`config.mk`:
```
export PLATFORM = sky130hd
export DESIGN_NAME = gnn_result_collector
export DESIGN_NICKNAME = d
export VERILOG_FILES = /design/src/rtl/gnn_pkg.sv /design/src/rtl/gnn_result_buf.sv /design/src/rtl/gnn_result_collector.sv
export SDC_FILE = /design/constraint.sdc
export NUM_CORES = 1
export LEC_CHECK = 0
export CAP_MARGIN = 0
export CORE_ASPECT_RATIO = 0.6
export CORE_MARGIN = 2
export CORE_UTILIZATION = 35
export DETAILED_ROUTE_END_ITERATION = 7
export GPL_ROUTABILITY_DRIVEN = 1
export PLACE_DENSITY_LB_ADDON = 0.15
export SLEW_MARGIN = 20
export SYNTH_ARGS = -nofsm -noshare
export SYNTH_HDL_FRONTEND = slang
export SYNTH_SLANG_ARGS = --single-unit
```
`constraint.sdc`:
```
create_clock -name clk -period 24.6 [get_ports clk]
set_input_delay 4.92 -clock clk [delete_from_list [all_inputs] [get_ports clk]]
set_output_delay 4.92 -clock clk [all_outputs]
set_load 0.1 [all_outputs]
```
`src/rtl/gnn_pkg.sv`:
```
//------------------------------------------------------------------------------
// Module : gnn_pkg
// Brief  : Shared constants, result word type and FSM state enum for the
//          GNN result collector.
// Rev    : 1.0 - initial release
//------------------------------------------------------------------------------
`default_nettype none

package gnn_pkg;

    localparam int NUM_NODES   = 4;
    localparam int NUM_OUTS    = 2;
    localparam int OUT_W       = 21;
    localparam int NUM_WORDS   = NUM_NODES * NUM_OUTS;
    localparam int IDX_W       = $clog2(NUM_WORDS);
    localparam int TIMEOUT_CYC = 64;

    typedef logic signed [OUT_W-1:0] word_t;

    typedef enum logic [1:0] {
        ST_IDLE  = 2'd0,
        ST_ARM   = 2'd1,
        ST_DRAIN = 2'd2
    } state_t;

endpackage

`default_nettype wire

```
`src/rtl/gnn_result_buf.sv`:
```
//------------------------------------------------------------------------------
// Module : gnn_result_buf
// Brief  : Shadow register file holding one snapshot of all result words;
//          parallel load, indexed combinational read.
// Rev    : 1.0 - initial release
//------------------------------------------------------------------------------
`default_nettype none

module gnn_result_buf
    import gnn_pkg::*;
(
    input  logic                       clk,
    input  logic                       load,
    input  logic [NUM_WORDS*OUT_W-1:0] load_data,
    input  logic [IDX_W-1:0]           rd_idx,
    output word_t                      rd_data
);

    word_t mem [NUM_WORDS];

    // Datapath only: contents are meaningless until the first capture.
    always_ff @(posedge clk) begin
        if (load) begin
            for (int k = 0; k < NUM_WORDS; k++) begin
                mem[k] <= word_t'(load_data[k*OUT_W +: OUT_W]);
            end
        end
    end

    assign rd_data = mem[rd_idx];

endmodule

`default_nettype wire

```
`src/rtl/gnn_result_collector.sv`:
```
//------------------------------------------------------------------------------
// Module : gnn_result_collector
// Brief  : Arms the GNN top, snapshots all results once every ready flag is
//          high, then streams them out one word per valid/ready beat.
//          Optional ARM timeout enabled by GNN_COLLECTOR_TIMEOUT_EN.
// Rev    : 1.0 - initial release
//------------------------------------------------------------------------------
`default_nettype none

module gnn_result_collector
    import gnn_pkg::*;
(
    input  logic                       clk,
    input  logic                       rst_n,
    input  logic                       start,
    input  logic [NUM_WORDS*OUT_W-1:0] res_data,
    input  logic [NUM_WORDS-1:0]       res_ready,
    output logic                       in_ready,
    output logic                       m_valid,
    input  logic                       m_ready,
    output logic [OUT_W-1:0]           m_data,
    output logic [IDX_W-1:0]           m_idx,
    output logic                       m_last,
    output logic                       busy,
    output logic                       timeout_err
);

    state_t           state;
    logic [IDX_W-1:0] ptr;
    logic [IDX_W-1:0] ptr_nxt;
    logic             start_pending;
    logic             all_ready;
    logic             capture;
    word_t            buf_rd;

    assign all_ready = &res_ready;
    assign capture   = (state == ST_ARM) && all_ready;
    assign ptr_nxt   = ptr + 1'b1;

    gnn_result_buf u_buf (
        .clk       (clk),
        .load      (capture),
        .load_data (res_data),
        .rd_idx    (ptr_nxt),
        .rd_data   (buf_rd)
    );

`ifdef GNN_COLLECTOR_TIMEOUT_EN
    localparam int TCNT_W = $clog2(TIMEOUT_CYC);
    logic [TCNT_W-1:0] tcnt;
`else
    assign timeout_err = 1'b0;
`endif

    always_ff @(posedge clk) begin
        if (!rst_n) begin
            state         <= ST_IDLE;
            in_ready      <= 1'b0;
            m_valid       <= 1'b0;
            m_data        <= '0;
            m_idx         <= '0;
            m_last        <= 1'b0;
            busy          <= 1'b0;
            ptr           <= '0;
            start_pending <= 1'b0;
`ifdef GNN_COLLECTOR_TIMEOUT_EN
            tcnt          <= '0;
            timeout_err   <= 1'b0;
`endif
        end else begin
            case (state)
                ST_IDLE: begin
                    if (start) begin
                        state    <= ST_ARM;
                        in_ready <= 1'b1;
                        busy     <= 1'b1;
`ifdef GNN_COLLECTOR_TIMEOUT_EN
                        tcnt     <= '0;
`endif
                    end
                end

                ST_ARM: begin
                    // Word 0 bypasses the buffer so the first beat is valid
                    // straight after the capture edge.
                    if (all_ready) begin
                        state    <= ST_DRAIN;
                        in_ready <= 1'b0;
                        m_valid  <= 1'b1;
                        m_data   <= res_data[OUT_W-1:0];
                        m_idx    <= '0;
                        m_last   <= 1'b0;
                        ptr      <= '0;
                    end
`ifdef GNN_COLLECTOR_TIMEOUT_EN
                    else if (tcnt == TCNT_W'(TIMEOUT_CYC - 1)) begin
                        state       <= ST_IDLE;
                        in_ready    <= 1'b0;
                        busy        <= 1'b0;
                        timeout_err <= 1'b1;
                    end else begin
                        tcnt <= tcnt + 1'b1;
                    end
`endif
                end

                ST_DRAIN: begin
                    if (start) begin
                        start_pending <= 1'b1;
                    end
                    if (m_ready) begin
                        if (m_last) begin
                            m_valid       <= 1'b0;
                            m_data        <= '0;
                            m_idx         <= '0;
                            m_last        <= 1'b0;
                            ptr           <= '0;
                            start_pending <= 1'b0;
                            if (start_pending || start) begin
                                state    <= ST_ARM;
                                in_ready <= 1'b1;
`ifdef GNN_COLLECTOR_TIMEOUT_EN
                                tcnt     <= '0;
`endif
                            end else begin
                                state <= ST_IDLE;
                                busy  <= 1'b0;
                            end
                        end else begin
                            ptr    <= ptr_nxt;
                            m_idx  <= ptr_nxt;
                            m_data <= buf_rd;
                            m_last <= (ptr_nxt == IDX_W'(NUM_WORDS - 1));
                        end
                    end
                end

                default: begin
                    state    <= ST_IDLE;
                    in_ready <= 1'b0;
                    m_valid  <= 1'b0;
                    busy     <= 1'b0;
                end
            endcase
        end
    end

endmodule

`default_nettype wire

```
==> key figures <==
Outcome
  – Outcome: finished, final reports clean

STA
  – Finish-stage setup viols: 0
  – Worst-margin pin slew: 1.09 ns
  – Period utilization: 0.288
  – Slew Limit Fails: 0
  – Clock Skew: 0.00772 ns
  – Post-route setup TNS: 0 ns
  – Fmax: 0.141 GHz
  – Final Hold Fails: 0
  – RSZ-0062 raised after global routing: false
  – Minimum clock period: 7.09 ns
  – Slew margin rel.: 0.272

Run
  – MaxCap Viol Count: 0

Die
  – Starting density of the core: 0.353
  – Die Area: 23300 µm²
  – Core area: 21900 µm²
  – Die Wd: 196 µm
  – I/O pin total: 209
  – # rows: 42
  – Die height: 119 µm

Critical path
  – Worst reg-to-reg setup slack: 21.79 ns
  – FF-to-FF Start: state[1]
  – Crit path DAT: 2.17 ns
  – Critical Path Fanout Max: 7
  – WP buf/inv: 1
  – Top Family by Delay on Critical Path: buffers and inverters
  – Slowest-stage cell, CP: clkdlybuf4s50_1
  – Crit-path cells: clkdlybuf4s50_1
  – Critical path class: flop to primary output
  – Startpoint Class: flop
  – Slowest stage delay, CP: 1.21 ns
  – R2R Path End: m_data[17]
  – R2R depth: 5
  – Crit path required time: 19.68 ns
  – CP Capture Type: primary output

Finish
  – Syn-to-layout area delta: 37.5%
  – Layout net count: 794
  – Register Area: 5670 µm²
  – Area of the multi-input gates: 1880 µm²
  – Diodes inserted: 0
  – Final Util: 0.485
  – Layout cells sized above 1: 0.139
  – Filler cells: 1843

Routing
  – DR vias: 4616
  – ANT nets after route: 0
  – WL/cell: 21.2 µm
  – Pre-antenna DRT Iters: 5
  – Drc violations: 0
  – Drt total wl: 19.3 mm
  – Vias per inst: 5.07
  – Iter 0 DRT Violations: 293

Clock tree
  – CTS root buf: clkbuf_16
  – Hold buffers post-CTS: 0
  – CTS Sinks: 199
  – CTS-repair resized insts: 0
  – CTS tree: built
  – Num CTS Buffers: 17
  – Reg clk slew, reported paths: 0.07 ns
  – Post-CTS setup buffer count: 0
  – Clock Tree Buf Depth: 2
  – H-tree Lvls: 4
  – Clock Latency Late Sink: 0.43 ns

Hold path
  – Worst Hold Depth: 2
  – Hold endpoint: in_ready
  – Hold WC Path Type: flop to flop
  – Hold_sp: in_ready

Synth
  – Main area contributors after synthesis: edfxtp_1, mux4_2, dfxtp_1
  – Synth cell count leaders: edfxtp_1, mux4_2, dfxtp_1, a31oi_1, o31ai_1
  – Post-synth ARST share: 0
  – Syn Inst Count: 410
  – Register area share after synthesis: 0.734
  – Mean area per synthesized cell: 18.8 µm²
  – Top-count cell post-synth: edfxtp_1
  – Post-synth top area cell: edfxtp_1
  – Post-synth EDFFs: 168
  – Main flop type after synthesis: edfxtp_1
  – Seq cells post-synth: 199
  – YS warnings: 0
  – Mapped Area: 7720 µm²
  – Top cell type's share of synthesized area: 0.653
  – Post-synthesis cell type count: 42
  – Syn Nets: 592

Global routing
  – Initial antenna violation count: 1
  – Tot GR Track Use: 0.171
  – GR Overflow Total: 0
  – Largest net degree at the start of global routing: 169
  – First-pass GRT wire length: 29.1 mm
  – Vias in the first global route: 4840

Placed design
  – IO Port Bufs: 207
  – Detail Placement HPWL: 13.1 mm
  – Routability congestion estimate: 0.751

Power and ir drop
  – Post-layout power: 0.000669 W
  – Power Dens Cells: 63.1 nW/µm²
  – Max IR drop VDD: 0.0392 mV
  – Leakage power total: 3.40 nW
where the power goes:
part | leakage [nW] | internal (W) | switching, W | total, W
sequential | 1.76 | 0.000365 | 0.000000927 | 0.000366
combinational | 1.38 | 0.0000274 | 0.0000125 | 0.0000399
clock | 0.259 | 0.000143 | 0.000120 | 0.000263
flip-flops by register name, indices dropped and copies added (netlist names):
| register | flops |
|---|---|
| m_valid | 1 |
| in_ready | 1 |
| m_data | 21 |
| start_pending | 1 |
| m_last | 1 |
| state | 2 |
| u_buf.mem | 168 |
| busy | 1 |
| ptr | 3 |
area by class of cell:
type | count | share of cell area
well taps | 286 | 0.0337
inverters | 5 | 0.00177
clock buffers | 23 | 0.0432
multi-input cells | 175 | 0.177
clock inverters | 9 | 0.00872
flip-flops and latches | 199 | 0.534
repair buffers | 214 | 0.201
worst min-delay path: cells and delay by family, from the launching register on:
kind             cells  cell delay [ns]
AND/OR/NAND/NOR      2             0.12
flip-flops           1             0.32
layer usage:
| layer | GRT usage | vias to the layer above | wire length [µm] |
|---|---|---|---|
| met4 | 0.0464 | 0 | 240 |
| li1 | - | 2113 | - |
| met2 | 0.241 | 162 | 8060 |
| met1 | 0.258 | 2325 | 9640 |
| met3 | 0.0481 | 16 | 1360 |
| met5 | 0 | - | 0 |
worst max path at each step:
stage                  from                to  slack, ns  cells past startpoint
6_report             m_last            m_last      17.51                      1
3_3_place_gp   res_ready[3]  u_buf.mem[4][13]      17.55                      4
3_5_place_dp   res_ready[3]  u_buf.mem[4][18]      17.49                      4
4_1_cts              m_last            m_last      17.47                      1
5_1_grt              m_last            m_last      17.44                      1
2_1_floorplan  res_ready[2]         m_data[0]       9.30                      5
layout by cell type (no fill, tap or decap), types with 13 or more instances in the layout:
master,instances
clkbuf_16,17
o31ai_1,20
a31oi_1,20
a32oi_1,13
nand2_1,18
dfxtp_1,30
edfxtp_1,168
mux4_2,42
clkdlybuf4s50_1,207
stage by stage:
| stage | area [µm²] | instances | setup slack (ns) | hold WS (ns) |
|---|---|---|---|---|
| after floorplan | 7720 | 410 | 9.30 | 0.516 |
| after global placement | 10100 | 879 | 17.55 | 0.473 |
| after detailed placement | 10100 | 879 | 17.49 | 0.488 |
| after CTS | 10600 | 911 | 17.47 | 0.504 |
| after global routing | 10600 | 911 | 17.44 | 0.519 |
| final | 10600 | 911 | 17.51 | 0.491 |
cell families after synthesis:
kind of cell / synth area share
flops: 0.734
compound gates: 0.0781
simple gates: 0.0355
mux: 0.123
buf+inv: 0.0251
fa+ha+maj: 0.00324
other cells: 0.000486
xor+xnor: 0.00113
Note: power is estimated with default switching activity, not from simulation.
